$ cat src/rtl/imm_gen_pipe_pkg.sv
// rtl/imm_gen_pipe_pkg.sv - shared opcodes, immediate format codes for the ID stage
package imm_gen_pipe_pkg;

   // Major opcodes, inst[6:0]
   localparam logic [6:0] OPC_LOAD      = 7'b0000011;
   localparam logic [6:0] OPC_OP_IMM    = 7'b0010011;
   localparam logic [6:0] OPC_AUIPC     = 7'b0010111;
   localparam logic [6:0] OPC_OP_IMM_32 = 7'b0011011;
   localparam logic [6:0] OPC_STORE     = 7'b0100011;
   localparam logic [6:0] OPC_OP        = 7'b0110011;
   localparam logic [6:0] OPC_LUI       = 7'b0110111;
   localparam logic [6:0] OPC_OP_32     = 7'b0111011;
   localparam logic [6:0] OPC_BRANCH    = 7'b1100011;
   localparam logic [6:0] OPC_JALR      = 7'b1100111;
   localparam logic [6:0] OPC_JAL       = 7'b1101111;
   localparam logic [6:0] OPC_SYSTEM    = 7'b1110011;

   // Immediate format codes, shared with EX and the hazard unit
   typedef enum logic [2:0] {
      FMT_R = 3'd0,
      FMT_I = 3'd1,
      FMT_S = 3'd2,
      FMT_B = 3'd3,
      FMT_U = 3'd4,
      FMT_J = 3'd5
   } imm_fmt_e;

   localparam int FIFO_DEPTH = 2;

endpackage

$ cat src/rtl/imm_gen_pipe_if.sv
// rtl/imm_gen_pipe_if.sv - instruction-in / immediate-out handshake bundle
interface imm_gen_pipe_if #(
   parameter int XLEN = 32
);
   import imm_gen_pipe_pkg::*;

   logic             in_valid;
   logic             in_ready;
   logic [31:0]      in_inst;
   logic [XLEN-1:0]  in_pc;
   logic             flush;
   logic             out_valid;
   logic             out_ready;
   logic [XLEN-1:0]  out_imm;
   imm_fmt_e         out_fmt;
   logic [XLEN-1:0]  out_target;
   logic             out_illegal;

   // Instruction source / result consumer side
   modport master (
      output in_valid, in_inst, in_pc, flush, out_ready,
      input  in_ready, out_valid, out_imm, out_fmt, out_target, out_illegal
   );

   // Immediate generator side
   modport slave (
      input  in_valid, in_inst, in_pc, flush, out_ready,
      output in_ready, out_valid, out_imm, out_fmt, out_target, out_illegal
   );

endinterface

$ cat src/rtl/imm_gen_pipe_imm_decode.sv
// rtl/imm_gen_pipe_imm_decode.sv - combinational immediate decode and pc-relative target
module imm_decode
   import imm_gen_pipe_pkg::*;
#(
   parameter int XLEN = 32
) (
   input  logic [31:0]      inst,
   input  logic [XLEN-1:0]  pc,
   output logic [XLEN-1:0]  imm,
   output imm_fmt_e         fmt,
   output logic [XLEN-1:0]  target,
   output logic             illegal
);

   // Immediates are built sign-extended to 64 bits and then truncated,
   // so the same field layouts serve both RV32 and RV64.
   logic [63:0] imm64;
   logic        sgn;

   assign sgn = inst[31];

   // Pick the immediate layout from the major opcode
   always_comb begin
      imm64   = '0;
      fmt     = FMT_R;
      illegal = 1'b0;
      case (inst[6:0])
         OPC_OP_IMM, OPC_LOAD, OPC_JALR, OPC_SYSTEM: begin
            fmt   = FMT_I;
            imm64 = {{52{sgn}}, inst[31:20]};
         end
         OPC_OP_IMM_32: begin
            if (XLEN == 64) begin
               fmt   = FMT_I;
               imm64 = {{52{sgn}}, inst[31:20]};
            end else begin
               illegal = 1'b1;
            end
         end
         OPC_STORE: begin
            fmt   = FMT_S;
            imm64 = {{52{sgn}}, inst[31:25], inst[11:7]};
         end
         OPC_BRANCH: begin
            fmt   = FMT_B;
            imm64 = {{51{sgn}}, inst[31], inst[7], inst[30:25], inst[11:8], 1'b0};
         end
         OPC_JAL: begin
            fmt   = FMT_J;
            imm64 = {{43{sgn}}, inst[31], inst[19:12], inst[20], inst[30:21], 1'b0};
         end
         OPC_LUI, OPC_AUIPC: begin
            fmt   = FMT_U;
            imm64 = {{32{sgn}}, inst[31:12], 12'b0};
         end
         OPC_OP: begin
            fmt = FMT_R;
         end
         OPC_OP_32: begin
            illegal = (XLEN != 64);
         end
         default: begin
            illegal = 1'b1;
         end
      endcase
   end

   assign imm    = imm64[XLEN-1:0];
   // Wraps modulo 2^XLEN; consumers only use it for B, J and AUIPC
   assign target = pc + imm;

endmodule

$ cat src/rtl/imm_gen_pipe.sv
// rtl/imm_gen_pipe.sv - registered immediate generator with 2-entry output buffer
module imm_gen_pipe
   import imm_gen_pipe_pkg::*;
#(
   parameter int XLEN = 32
) (
   input  logic          clk,
   input  logic          reset,
   imm_gen_pipe_if.slave bus
);

   typedef struct packed {
      logic [XLEN-1:0] imm;
      imm_fmt_e        fmt;
      logic [XLEN-1:0] target;
      logic            illegal;
   } entry_t;

   entry_t      dec_entry;
   entry_t      mem [FIFO_DEPTH];
   entry_t      head;
   logic        wr_ptr;
   logic        rd_ptr;
   logic [1:0]  count;
   logic        push;
   logic        pop;

   imm_decode #(
      .XLEN (XLEN)
   ) u_imm_decode (
      .inst    (bus.in_inst),
      .pc      (bus.in_pc),
      .imm     (dec_entry.imm),
      .fmt     (dec_entry.fmt),
      .target  (dec_entry.target),
      .illegal (dec_entry.illegal)
   );

   // Handshake flags come straight from the registered count, so there is
   // no combinational path from out_ready back to in_ready.
   assign bus.in_ready  = (count != 2'd2);
   assign bus.out_valid = (count != 2'd0);

   // Flush wins over any concurrent transfer
   assign push = bus.in_valid  & bus.in_ready & ~bus.flush;
   assign pop  = bus.out_valid & bus.out_ready & ~bus.flush;

   // Occupancy count and ring pointers
   always_ff @(posedge clk or negedge reset) begin
      if (!reset) begin
         count  <= 2'd0;
         wr_ptr <= 1'b0;
         rd_ptr <= 1'b0;
      end else if (bus.flush) begin
         count  <= 2'd0;
         wr_ptr <= 1'b0;
         rd_ptr <= 1'b0;
      end else begin
         count <= count + {1'b0, push} - {1'b0, pop};
         if (push) begin
            wr_ptr <= ~wr_ptr;
         end
         if (pop) begin
            rd_ptr <= ~rd_ptr;
         end
      end
   end

   // Entry storage; contents are don't-care until counted, so no reset
   always_ff @(posedge clk) begin
      if (push) begin
         mem[wr_ptr] <= dec_entry;
      end
   end

   // Head entry is forced to zero whenever the buffer is empty
   always_comb begin
      head = '0;
      if (count != 2'd0) begin
         head = mem[rd_ptr];
      end
   end

   assign bus.out_imm     = head.imm;
   assign bus.out_fmt     = head.fmt;
   assign bus.out_target  = head.target;
   assign bus.out_illegal = head.illegal;

endmodule

$ cat src/flat_wrapper.sv
// flat-port wrapper written by rule: the top's interface ports become plain ports
module imm_gen_pipe_flat import imm_gen_pipe_pkg::*;
#(
   parameter int XLEN = 32
)
  (clk, reset, bus_in_valid, bus_in_inst, bus_in_pc, bus_flush, bus_out_ready, bus_in_ready, bus_out_valid, bus_out_imm, bus_out_fmt, bus_out_target, bus_out_illegal);
  imm_gen_pipe_if #(.XLEN(XLEN)) bus_i ();
  input  logic clk;
  input  logic reset;
  input wire logic [$bits(bus_i.in_valid)-1:0] bus_in_valid;
  input wire logic [$bits(bus_i.in_inst)-1:0] bus_in_inst;
  input wire logic [$bits(bus_i.in_pc)-1:0] bus_in_pc;
  input wire logic [$bits(bus_i.flush)-1:0] bus_flush;
  input wire logic [$bits(bus_i.out_ready)-1:0] bus_out_ready;
  output wire logic [$bits(bus_i.in_ready)-1:0] bus_in_ready;
  output wire logic [$bits(bus_i.out_valid)-1:0] bus_out_valid;
  output wire logic [$bits(bus_i.out_imm)-1:0] bus_out_imm;
  output wire logic [$bits(bus_i.out_fmt)-1:0] bus_out_fmt;
  output wire logic [$bits(bus_i.out_target)-1:0] bus_out_target;
  output wire logic [$bits(bus_i.out_illegal)-1:0] bus_out_illegal;
  assign bus_i.in_valid = bus_in_valid;
  assign bus_i.in_inst = bus_in_inst;
  assign bus_i.in_pc = bus_in_pc;
  assign bus_i.flush = bus_flush;
  assign bus_i.out_ready = bus_out_ready;
  assign bus_in_ready = bus_i.in_ready;
  assign bus_out_valid = bus_i.out_valid;
  assign bus_out_imm = bus_i.out_imm;
  assign bus_out_fmt = bus_i.out_fmt;
  assign bus_out_target = bus_i.out_target;
  assign bus_out_illegal = bus_i.out_illegal;
  imm_gen_pipe #(.XLEN(XLEN)) u_core (.clk(clk), .reset(reset), .bus(bus_i));
endmodule
$ cat config.mk
export PLATFORM = sky130hd
export DESIGN_NAME = imm_gen_pipe_flat
export DESIGN_NICKNAME = d
export VERILOG_FILES = /design/src/rtl/imm_gen_pipe_pkg.sv /design/src/rtl/imm_gen_pipe_if.sv /design/src/rtl/imm_gen_pipe_imm_decode.sv /design/src/rtl/imm_gen_pipe.sv /design/src/flat_wrapper.sv
export SDC_FILE = /design/constraint.sdc
export NUM_CORES = 1
export LEC_CHECK = 0
export BUFFER_PORTS_ARGS = -buffer_cell sky130_fd_sc_hd__buf_4
export CAP_MARGIN = 20
export CORE_MARGIN = 2
export CORE_UTILIZATION = 30
export DETAILED_ROUTE_END_ITERATION = 10
export SLEW_MARGIN = 10
export SYNTH_ARGS = -nofsm -noshare
export SYNTH_HDL_FRONTEND = slang
export SYNTH_SLANG_ARGS = --single-unit
$ cat constraint.sdc
create_clock -name clk -period 6.8 [get_ports clk]
set_input_delay 1.02 -clock clk [delete_from_list [all_inputs] [get_ports clk]]
set_output_delay 1.02 -clock clk [all_outputs]
set_load 0.03 [all_outputs]
==> impl_metrics.tcl <==
set metrics [dict create \
    fin_crit_ns 4.600 \
    powerDensity_mw_per_mm2 297.4 \
    synth_area_per_cell_um2 12.05 \
    wl_per_cell_um 18.04 \
    worst_pin_slew_ns 1.004 \
    cts_buffer_depth 2 \
    syn_nets 724 \
    rows 57 \
    grt_use_total 0.1526 \
    overflow 0 \
    synth_warnings 0 \
    pre_cts_slack_ns 1.860 \
    drt-total-wl_um 19720 \
    grt_pass1_wl_um 29960 \
    synth_most_common_cell "edfxtp_1" \
    start_util 0.3069 \
    drc 0 \
    slew_headroom 0.3305 \
    seq_area_mm2 0.004188 \
    postCtsSetupBuffers 0 \
    die_area_mm2 0.02623 \
    whs_ns 0.3925 \
    area_growth_pct 26.49 \
    path_buf_inv 2 \
    core-area_mm2 0.02439 \
    cp_max_fo 8 \
    p_leak_nw 3.865 \
    floorplan.die.width_um 162.0 \
    power_mw 2.816 \
    cpPeakStageDelay_ns 0.67 \
    ys.flop_type "edfxtp_1" \
    drtAntennaViolNets 0 \
    vias_per_cell 4.850 \
    slew_viol_final 0 \
    synth_seq_cells 140 \
    clock-sinks 140 \
    finalCritPeriodShare 0.6765 \
    synth_edf_count 136 \
    first_pass_iters 5 \
    outcome "finished, final reports clean" \
    worstHoldPathType "in -> async" \
    grt_pass1_vias 5099 \
    critPathMostFrequentCell "nand2_1" \
    cts_resized 0 \
    cap_violations 0 \
    insertion_delay_ns 0.42 \
    dp_hpwl_um 14140 \
    cts_hold_buf 0 \
    antenna_found_initial 0 \
    async_reset_ff_frac 0.02857 \
    crit_required_ns 6.95 \
    crit_type "in -> reg" \
    synth.distinct_cells 58 \
    io_pins 139 \
    endpoint_kind "flip-flop" \
    port_buffers 138 \
    vias 5301 \
    syn-instance-count 621 \
    diodes 0 \
    grt_max_degree 70 \
    setup-violations-final 0 \
    cpMaxStageDelayCell "nor3_1" \
    cts_tree "done" \
    yosys.area.top_type_share 0.5455 \
    synthTopCellsByArea "edfxtp_1 55%, mux2i_1 9.2%, ha_1 5.5%" \
    die_h_um 162.0 \
    crit_chain "buf_4, nand2_1, or2_1, nor3_1, nand2_1, o21ai_0, ha_1, inv_1, fa_1, nor2b_1, o2111ai_2, nand2_1, a211oi_2, o31ai_2, a311oi_2, xnor2_1" \
    ys_seq_area_frac 0.5589 \
    startpoint_type "input pin" \
    htreeDepth 4 \
    fillers 2415 \
    first_iter_violations 468 \
    rsz0062_at_grt "false" \
    crit_arrival_ns 4.75 \
    yosysTopAreaCell "edfxtp_1" \
    cp_top_family "simple AND/OR/NAND/NOR gates" \
    path_clk_slew_ns 0.06 \
    cts_root_buf "clkbuf_16" \
    gp_congestion 0.8796 \
    fin_nets 859 \
    hold_violations 0 \
    drive_gt1_frac 0.2510 \
    multi_input_area_mm2 0.003144 \
    finClkSkew_ns 0.01168 \
    ir_worst_vdd_v 0.0002563 \
    fmax_mhz 217.4 \
    fin_ws_ns 2.200 \
    ys_top_cells_by_count "136 x edfxtp_1, 91 x nor2_1, 69 x mux2i_1" \
    fin_setup_tns_ns 0 \
    numCtsBuffers 17 \
    syn_area_mm2 0.007486 \
]
logic make-up (layout without fill, tap and decap cells):
group / after synthesis / after routing / synth area share
simple gates: 166 / 166 / 0.09745
mux: 69 / 69 / 0.09226
fa+ha+maj: 34 / 34 / 0.05783
xor+xnor: 35 / 35 / 0.04095
buf+inv: 43 / 191 / 0.02290
compound gates: 134 / 134 / 0.1297
flops: 140 / 140 / 0.5589
flip-flops by register name, indices dropped and copies added, names as in the netlist:
name           cells
u_core.rd_ptr      1
u_core.count       2
u_core.mem       136
u_core.wr_ptr      1
through the flow:
step | util | area (um^2) | instances
floorplan | - | 7486 | 621
global placement | 0.3637 | 8871 | 1061
detailed placement | 0.3637 | 8871 | 1061
CTS | 0.3882 | 9469 | 1093
global route | 0.3882 | 9469 | 1093
finish | 0.3882 | 9469 | 1093
layout make-up:
cell class,count,area share
Inverter,16,0.006342
Clock inverter,15,0.01823
Sequential cell,140,0.4423
Tap cell,324,0.04281
Clock buffer,17,0.04493
Multi-Input combinational cell,438,0.3321
Timing Repair Buffer,143,0.1134
cells in the final DEF, fill, tap and decap left out, types with 3 or more instances in the layout:
master and count:
nor3_1 4, nand3_1 5, mux2i_1 69, nor2b_1 5, inv_1 16, xnor2_1 21
xor2_1 14, ha_1 33, a31oi_1 5, o21bai_1 5, clkinvlp_4 4, o21ai_0 12
a21o_1 41, a21oi_1 30, nor2_1 90, o211ai_1 3, bufinv_16 3, o31ai_1 4
and2_1 10, a21oi_2 3, a211oi_1 3, nand2_1 33, buf_4 143, edfxtp_1 136
a22o_1 3, clkbuf_16 17, nor4_1 3, dfrtp_1 3
layer usage:
| metal | vias to the layer above | global-route usage | routed length [um] |
|---|---|---|---|
| met5 | - | 0 | 0 |
| met1 | 2532 | 0.2178 | 9463 |
| met3 | 15 | 0.03371 | 1151 |
| li1 | 2574 | - | - |
| met2 | 180 | 0.2362 | 8981 |
| met4 | 0 | 0.03741 | 122 |
report_power, final:
| group | switching, mW | leakage, nW | internal (mW) |
|---|---|---|---|
| Combinational | 0.520 | 2.29 | 0.292 |
| Clock | 0.365 | 0.281 | 0.575 |
| Sequential | 0.0427 | 1.30 | 1.02 |
| Total | 0.928 | 3.86 | 1.89 |
worst paths after layout:
kind	from	endpoint	slack (ns)	cells after the start
hold / removal	reset	u_core.count[1]$_DFF_PN0_	0.39	1
setup / recovery	bus_in_inst[1]	u_core.mem[0][25]$_DFFE_PP_	2.20	16
min in group clk	u_core.wr_ptr$_DFFE_PN0P_	u_core.wr_ptr$_DFFE_PN0P_	0.59	2
max in group asynchronous	reset	u_core.rd_ptr$_DFFE_PN0P_	6.29	1
setup reg to reg	u_core.count[1]$_DFF_PN0_	u_core.count[1]$_DFF_PN0_	4.40	11
hold reg to reg	u_core.wr_ptr$_DFFE_PN0P_	u_core.wr_ptr$_DFFE_PN0P_	0.59	2
Note: power is estimated with default switching activity, not from simulation.
